$ cat src/rtl/wb_pkg.sv
// wb_pkg: shared types and default sizing for the writeback commit queue.
//   WB_DEPTH   - default number of queue entries
//   REG_ADDR_W - default register address width
//   XLEN       - default result data width
//   wb_entry_t - one queued writeback (destination register + data)
package wb_pkg;

    localparam int unsigned WB_DEPTH   = 4;
    localparam int unsigned REG_ADDR_W = 5;
    localparam int unsigned XLEN       = 64;

    typedef struct packed {
        logic [REG_ADDR_W-1:0] rd;
        logic [XLEN-1:0]       data;
    } wb_entry_t;

endpackage

$ cat src/rtl/wb_fifo.sv
// wb_fifo: 2-write / 1-read circular buffer for writeback entries.
//   clk, reset   - clock, asynchronous active-low reset
//   wr0_en/data  - first (older) write this cycle
//   wr1_en/data  - second (younger) write; only used together with wr0
//   rd_en        - pop the head entry at the edge
//   rd_data      - current head entry (combinational)
//   count        - registered occupancy, 0..DEPTH
//   empty        - count == 0
module wb_fifo #(
    parameter int unsigned DEPTH = 4,
    parameter int unsigned WIDTH = 69
) (
    input  logic                   clk,
    input  logic                   reset,
    input  logic                   wr0_en,
    input  logic [WIDTH-1:0]       wr0_data,
    input  logic                   wr1_en,
    input  logic [WIDTH-1:0]       wr1_data,
    input  logic                   rd_en,
    output logic [WIDTH-1:0]       rd_data,
    output logic [$clog2(DEPTH):0] count,
    output logic                   empty
);

    localparam int unsigned PW = $clog2(DEPTH);
    localparam int unsigned CW = PW + 1;

    logic [WIDTH-1:0] mem_q [DEPTH];
    logic [PW-1:0]    wr_ptr;
    logic [PW-1:0]    rd_ptr;

    // Storage carries no reset; validity is tracked by the pointers/count.
    always_ff @(posedge clk) begin
        if (wr0_en) mem_q[wr_ptr] <= wr0_data;
        if (wr1_en) mem_q[wr_ptr + PW'(1)] <= wr1_data;
    end

    always_ff @(posedge clk or negedge reset) begin
        if (!reset) begin
            wr_ptr <= '0;
            rd_ptr <= '0;
            count  <= '0;
        end else begin
            wr_ptr <= wr_ptr + PW'(wr0_en) + PW'(wr1_en);
            rd_ptr <= rd_ptr + PW'(rd_en);
            count  <= count + CW'(wr0_en) + CW'(wr1_en) - CW'(rd_en);
        end
    end

    assign rd_data = mem_q[rd_ptr];
    assign empty   = (count == '0);

endmodule

$ cat src/rtl/wb_commit_queue.sv
// wb_commit_queue: writeback commit queue between EX/MEM producers and the
// register file write port. Accepts up to two results per cycle (MEM older
// than ALU), retires one per cycle in program order.
//   clk, reset                   - clock, asynchronous active-low reset
//   mem_valid/mem_rd/mem_data    - MEM-stage result; mem_ready = accepted
//   alu_valid/alu_rd/alu_data    - ALU-stage result; alu_ready = accepted
//   reg_write_en/rd_addr/rd_data - registered register-file write
//   clear_busy_addr              - scoreboard clear address (0 = none)
//   reg_write_complete           - register-file write acknowledge
//   commit_count                 - count of acknowledges (wraps)
//   empty                        - queue holds no entries
module wb_commit_queue
    import wb_pkg::*;
#(
    parameter int unsigned DEPTH      = WB_DEPTH,
    parameter int unsigned ADDR_WIDTH = REG_ADDR_W,
    parameter int unsigned DATA_WIDTH = XLEN
) (
    input  logic                  clk,
    input  logic                  reset,
    input  logic                  mem_valid,
    input  logic [ADDR_WIDTH-1:0] mem_rd,
    input  logic [DATA_WIDTH-1:0] mem_data,
    output logic                  mem_ready,
    input  logic                  alu_valid,
    input  logic [ADDR_WIDTH-1:0] alu_rd,
    input  logic [DATA_WIDTH-1:0] alu_data,
    output logic                  alu_ready,
    output logic                  reg_write_en,
    output logic [ADDR_WIDTH-1:0] rd_addr,
    output logic [DATA_WIDTH-1:0] rd_data,
    output logic [ADDR_WIDTH-1:0] clear_busy_addr,
    input  logic                  reg_write_complete,
    output logic [31:0]           commit_count,
    output logic                  empty
);

    localparam int unsigned CW = $clog2(DEPTH) + 1;
    localparam int unsigned EW = ADDR_WIDTH + DATA_WIDTH;
    localparam logic [CW-1:0] LIM_ONE = CW'(DEPTH - 1);
    localparam logic [CW-1:0] LIM_TWO = CW'(DEPTH - 2);

    typedef struct packed {
        logic [ADDR_WIDTH-1:0] rd;
        logic [DATA_WIDTH-1:0] data;
    } entry_t;

    logic [CW-1:0] count;
    logic          fifo_empty;
    entry_t        head;
    logic [EW-1:0] head_bits;
    logic          mem_push;
    logic          alu_push;
    logic          wr0_en;
    logic          wr1_en;
    entry_t        wr0_data;
    entry_t        wr1_data;
    logic          pop;
    logic [31:0]   commit_q;

    // Readiness depends only on registered occupancy; a same-cycle pop
    // never frees space. ALU needs two free slots when MEM really writes.
    always_comb begin
        mem_ready = 1'b0;
        alu_ready = 1'b0;
        if (reset) begin
            mem_ready = (count <= LIM_ONE);
            if (mem_valid && (mem_rd != '0))
                alu_ready = (count <= LIM_TWO);
            else
                alu_ready = (count <= LIM_ONE);
        end
    end

    // x0 results are accepted but never stored.
    assign mem_push = mem_valid && mem_ready && (mem_rd != '0);
    assign alu_push = alu_valid && alu_ready && (alu_rd != '0);

    // Compact the two producers onto the FIFO's ordered write lanes so
    // a lone ALU write lands in the next free slot.
    always_comb begin
        wr0_en   = 1'b0;
        wr1_en   = 1'b0;
        wr0_data = '0;
        wr1_data = '0;
        if (mem_push) begin
            wr0_en   = 1'b1;
            wr0_data = '{rd: mem_rd, data: mem_data};
            wr1_en   = alu_push;
            wr1_data = '{rd: alu_rd, data: alu_data};
        end else if (alu_push) begin
            wr0_en   = 1'b1;
            wr0_data = '{rd: alu_rd, data: alu_data};
        end
    end

    assign pop = !fifo_empty;

    wb_fifo #(
        .DEPTH (DEPTH),
        .WIDTH (EW)
    ) u_fifo (
        .clk      (clk),
        .reset    (reset),
        .wr0_en   (wr0_en),
        .wr0_data (wr0_data),
        .wr1_en   (wr1_en),
        .wr1_data (wr1_data),
        .rd_en    (pop),
        .rd_data  (head_bits),
        .count    (count),
        .empty    (fifo_empty)
    );

    assign head = head_bits;

    always_ff @(posedge clk or negedge reset) begin
        if (!reset) begin
            reg_write_en    <= 1'b0;
            rd_addr         <= '0;
            rd_data         <= '0;
            clear_busy_addr <= '0;
        end else begin
            reg_write_en    <= pop;
            clear_busy_addr <= pop ? head.rd : '0;
            if (pop) begin
                rd_addr <= head.rd;
                rd_data <= head.data;
            end
        end
    end

    always_ff @(posedge clk or negedge reset) begin
        if (!reset)
            commit_q <= '0;
        else if (reg_write_complete)
            commit_q <= commit_q + 32'd1;
    end

    assign commit_count = commit_q;
    assign empty        = fifo_empty;

endmodule

$ cat config.mk
export PLATFORM = sky130hd
export DESIGN_NAME = wb_commit_queue
export DESIGN_NICKNAME = d
export VERILOG_FILES = /design/src/rtl/wb_pkg.sv /design/src/rtl/wb_fifo.sv /design/src/rtl/wb_commit_queue.sv
export SDC_FILE = /design/constraint.sdc
export NUM_CORES = 1
export LEC_CHECK = 0
export CELL_PAD_IN_SITES_DETAIL_PLACEMENT = 1
export CELL_PAD_IN_SITES_GLOBAL_PLACEMENT = 1
export CORE_ASPECT_RATIO = 0.9
export CORE_UTILIZATION = 40
export DETAILED_ROUTE_END_ITERATION = 10
export PLACE_DENSITY_LB_ADDON = 0.1
export SYNTH_ARGS = -nofsm -noshare
export SYNTH_HDL_FRONTEND = slang
export SYNTH_SLANG_ARGS = --single-unit
$ cat constraint.sdc
create_clock -name clk -period 13.1 [get_ports clk]
set_input_delay 2.62 -clock clk [delete_from_list [all_inputs] [get_ports clk]]
set_output_delay 2.62 -clock clk [all_outputs]
set_load 0.02 [all_outputs]
==> flow_summary.ini, run 1 <==
[power_and_ir_drop]
finalPower_uw = 4760
power.leakage_uw = 0.00762
p_per_area_nw_per_um2 = 219
ir_worst_vdd_mv = 0.119

[routing]
postRouteAntennaNets = 0
drc_errors = 0
via_per_inst = 6.01
drtPass1Iterations = 5
routedWlPerCell_um = 26.8
via_count = 12110
drt_iter0_drc = 880
drt_wl_total_um = 54100

[setup_path]
start_kind = input pin
slowest_delay_ps = 610
critical-path-slowest-cell = clkdlybuf4s50_1
cp-end-kind = primary output
crit_path_max_fanout = 9
critical_path_arrival_ps = 5350
required_ps = 10480
cp_common_cell = clkdlybuf4s50_1
cp_cell_sequence = clkdlybuf4s50_1 -> or4_4 -> o21ai_4 -> nand2_1 -> and3b_1 -> clkdlybuf4s50_1
crit_type = input pin to primary output

[synth]
synth.distinct_cells = 47
synth_ff_type = edfxtp_1
syn-instance-count = 1211
syn_area_um2 = 17300
postSynthAreaPerCell_um2 = 14.3
syn_nets = 1362
synthTopCellsByArea = edfxtp_1, dfrtp_1, o22ai_1, mux4_2, mux2_2
synth_most_common_cell = edfxtp_1
yosys_warnings = 0
synth-edff-count = 276
yosys_register_bits = 390
synthArstFlopShare_pct = 29.2
yosysTopAreaCell = edfxtp_1
ys_seq_area_share_pct = 64.3
synth_top_area_share_pct = 47.8
synthTopCellsByCount = edfxtp_1, o22ai_1, nand2_1

[global_route]
grt_max_degree = 69
grt_pass1_vias = 13171
antenna_found_initial = 1
grt_overflow_total = 0
grt_usage_pct = 24.4
grt_pass1_wl_um = 81300

[cells_and_area]
fin_util_pct = 51.4
design_area_um2 = 21700
syn_to_final_growth_pct = 25.4
drive_above_1_share_pct = 16.4
layout.nets = 1584

[placed_design]
place.gp.congestion = 0.805
io_buffers = 252
hpwl_um = 30900
postPlaceCellArea_um2 = 20400

[sta]
slew_violations = 0
setup_viol = 0
period_minus_slack_ps = 7970
rsz0062_at_grt = no
fin_tns_setup_ps = 0
hold_viol = 0
fmax_mhz = 126
min_period_over_period_pct = 60.8
whs_ps = 474
tightest_slew_ps = 1120
fin_worst_skew_ps = 12.6
slew_headroom_pct = 24.0

[floorplanning]
ios = 253
start_util_pct = 41.0
die_w_um = 221
rows = 71
core_um2 = 42300
die_h_um = 199
dieArea_um2 = 44200

[cts]
postCtsHoldBufs = 0
cts_resized = 0
numCtsBuffers = 42
ctsHtreeMaxLevel = 2
clockBufferDepth = 3
cts_tree = yes
cts.sinks = 390
clock_latency_ps = 540
cts_root_buf = clkbuf_16
postCtsSetupBuffers = 0
path_clk_slew_ps = 50

[status]
outcome = finished, final reports clean

[min_path]
hp-class = flip-flop to flip-flop

[flow_run]
max_cap_violations = 0
## stage by stage
step / setup WS (ps) / instances
final: 5130 / 2015
after global routing: 5000 / 2015
after CTS: 5130 / 2014
after detailed placement: 5150 / 1936
after global placement: 5200 / 1936
after floorplan: 5610 / 1211
## path summary, 6_finish.rpt
check / startpoint / end / slack [ps] / cells past startpoint
max in group asynchronous: reset / rd_data[30] / 9750 / 2
setup / recovery: mem_rd[2] / alu_ready / 5130 / 6
min in group asynchronous: reset / rd_data[0] / 2060 / 1
hold reg to reg: rd_addr[4] / rd_addr[4] / 470 / 1
hold / removal: rd_addr[4] / rd_addr[4] / 470 / 1
setup reg to reg: u_fifo.count[2] / u_fifo.mem_q[2][20] / 9030 / 9
## cell type report
cell class	count	area, µm²
timing repair buffer	275	2700
multi-input combinational	711	5810
antenna	1	2.50
clock buffer	62	1230
tap	547	684
fill	4161	20500
inverter	13	51.3
clock inverter	16	119
sequential	390	11100
## state kept, by name, summed over array words and instances (netlist names)
name             count
u_fifo.mem_q       276
rd_data             64
commit_count        32
clear_busy_addr      5
rd_addr              5
u_fifo.count         3
u_fifo.rd_ptr        2
u_fifo.wr_ptr        2
reg_write_en         1
## logic make-up after synthesis
logic type / synth area share [%]
flip-flops: 64.3
AO/OA/AOI/OAI: 10.9
AND/OR/NAND/NOR: 6.01
multiplexers: 13.4
buffers and inverters: 2.92
XOR/XNOR: 1.72
adder cells (fa/ha/maj): 0.765
## report_power, final
group	internal, µW	switching, µW	total, µW	leakage [µW]
clock network	688	488	1180	0.000661
logic	788	958	1750	0.00300
registers	1650	186	1840	0.00396
## worst max-delay path, delay by kind of cell
kind | cells | cell delay, ps
and+or+nand+nor | 3 | 1250
buffers and inverters | 2 | 1070
AOI/OAI and AO/OA | 1 | 400
## layer usage
metal / GRT usage (%) / up-vias / part of all wire (%)
met3: 3.97 / 80 / 6.3
met4: 7.51 / 0 / 2.2
met2: 42.0 / 481 / 50
met1: 31.9 / 6279 / 41
met5: 0 / - / 0
li1: - / 5270 / -
## cell usage in the layout, fill, tap and decap left out, types with 4 or more instances in the layout
cell type / synthesis / routed
xor2_1: 14 / 14
a21oi_1: 5 / 5
clkbuf_8: 0 / 4
mux4_2: 69 / 69
buf_4: 16 / 23
nor2_4: 0 / 5
dfrtp_1: 114 / 112
clkbuf_1: 48 / 13
clkbuf_16: 0 / 45
edfxtp_1: 276 / 276
o221ai_1: 4 / 4
o22ai_1: 270 / 268
and3_1: 7 / 7
nor2b_1: 6 / 6
a21o_1: 5 / 5
nand4_1: 6 / 6
o21ai_4: 1 / 5
mux2_2: 69 / 69
ha_1: 5 / 5
nand3_1: 18 / 18
xnor2_1: 20 / 20
nor2_1: 19 / 14
inv_1: 13 / 12
clkinv_2: 0 / 5
clkdlybuf4s50_1: 0 / 251
clkinv_1: 0 / 9
nand2_1: 148 / 148
and4_1: 4 / 4
No activity file was read; power rests on OpenSTA's default activity.
==> run 2: changes to the inputs <==
Clock period 13.1 ns to 7.1 ns, I/O delays scaled along.
==> flow_summary.ini, run 2 (same netlist as run 1, synthesis figures left out) <==
[min_path]
hp-class = flip-flop to flip-flop
min-delay-start = commit_count[31]
min_to = commit_count[31]
whs_path_depth = 1

[cts]
cts_tree = yes
numCtsBuffers = 43
clockBufferDepth = 3
clock_latency_ps = 550
ctsHtreeMaxLevel = 2
postCtsSetupBuffers = 0
cts_root_buf = clkbuf_16
cts_resized = 0
postCtsHoldBufs = 0
cts.sinks = 390
path_clk_slew_ps = 60

[floorplanning]
die_w_um = 221
die_h_um = 199
ios = 253
dieArea_um2 = 44200
core_um2 = 42300
start_util_pct = 41.0
rows = 71

[setup_path]
reg2reg_from = u_fifo.count[2]
critical_path_arrival_ps = 4110
start_kind = input pin
crit_path_max_fanout = 9
r2r_cells = 9
required_ps = 5680
r2r-end = u_fifo.mem_q[0][33]
crit_type = input pin to primary output
cp-end-kind = primary output
r2r_slack_ps = 3650

[sta]
rsz0062_at_grt = no
tightest_slew_ps = 1130
min_period_over_period_pct = 77.9
fmax_mhz = 181
fin_worst_skew_ps = 17.4
period_minus_slack_ps = 5530
setup_viol = 0
hold_viol = 0
fin_tns_setup_ps = 0
slew_violations = 0
slew_headroom_pct = 24.4

[routing]
routedWlPerCell_um = 26.7
drc_errors = 0
postRouteAntennaNets = 0
drt_iter0_drc = 950
drtPass1Iterations = 5
via_count = 12121
drt_wl_total_um = 53900
via_per_inst = 6.00

[global_route]
grt_pass1_wl_um = 81200
grt_pass1_vias = 12873
grt_usage_pct = 24.5
antenna_found_initial = 2
grt_overflow_total = 0
grt_max_degree = 66

[placed_design]
io_buffers = 252
hpwl_um = 31100
place.gp.congestion = 0.795

[status]
outcome = finished, final reports clean

[cells_and_area]
largest_reg_flops = 276
layout.nets = 1589
final_cell_mix = edfxtp_1, o22ai_1, clkdlybuf4s50_1
drive_above_1_share_pct = 16.9
top_register = u_fifo.mem_q
final_common_cell = edfxtp_1
syn_to_final_growth_pct = 26.4
fin_util_pct = 51.8

[flow_run]
max_cap_violations = 0

[power_and_ir_drop]
power.leakage_uw = 0.00769
ir_worst_vdd_mv = 0.349
p_per_area_nw_per_um2 = 406
run 2: cell count changes in the layout (fill, tap and decap cells not counted), sizes merged:
cell / before / now
buf: 24 / 28
diode: 1 / 2
clkinv: 14 / 5
bufinv: 2 / 3
clkbuf: 62 / 69
run 2: worst max-delay path by stage:
stage	startpoint	endpoint
floorplan	mem_rd[2]	u_fifo.mem_q[0][0]
global placement	mem_rd[2]	alu_ready
detailed placement	mem_rd[2]	alu_ready
CTS	mem_rd[2]	alu_ready
global route	mem_rd[2]	alu_ready
finish	mem_rd[2]	alu_ready
run 2: layout make-up:
| cell class | instances | area, µm² |
|---|---|---|
| tap | 547 | 684 |
| fill | 4157 | 20400 |
| sequential | 390 | 11100 |
| clock inverter | 8 | 114 |
| timing repair buffer | 279 | 2780 |
| clock buffer | 69 | 1320 |
| antenna | 2 | 5.00 |
| multi-input combinational | 711 | 5810 |
| inverter | 13 | 51.3 |
run 2: power breakdown:
group          total [µW]  leakage (µW)  switching, µW  internal (µW)
clock network        2270      0.000702            897           1380
logic                3240       0.00304           1780           1460
registers            3390       0.00396            335           3050
total                8900       0.00769           3010           5890
run 2: routing by layer:
metal	global-route usage [%]	up-vias	part of all wire, %
met5	0	-	0
met4	7.38	0	2.4
met3	3.60	81	6.0
met2	40.8	474	49
met1	33.4	6279	42
li1	-	5287	-
run 2: through the flow:
stage	hold slack [ps]	power (µW)	cells	instance area, µm²	worst slack (ps)
final	471	8900	2019	21900	1570
after global routing	492	9280	2019	21900	1430
after CTS	477	8970	2017	21900	1560
after detailed placement	467	6680	1940	20500	1560
after global placement	460	6630	1940	20500	1600
after floorplan	464	5360	1211	17300	808
run 2: worst max-delay path, stage by stage:
cell and delay, ps:
clkdlybuf4s50_1 450, or4_4 600, o21ai_4 380, nand2_1 350, and3b_1 300, clkdlybuf4s50_1 610
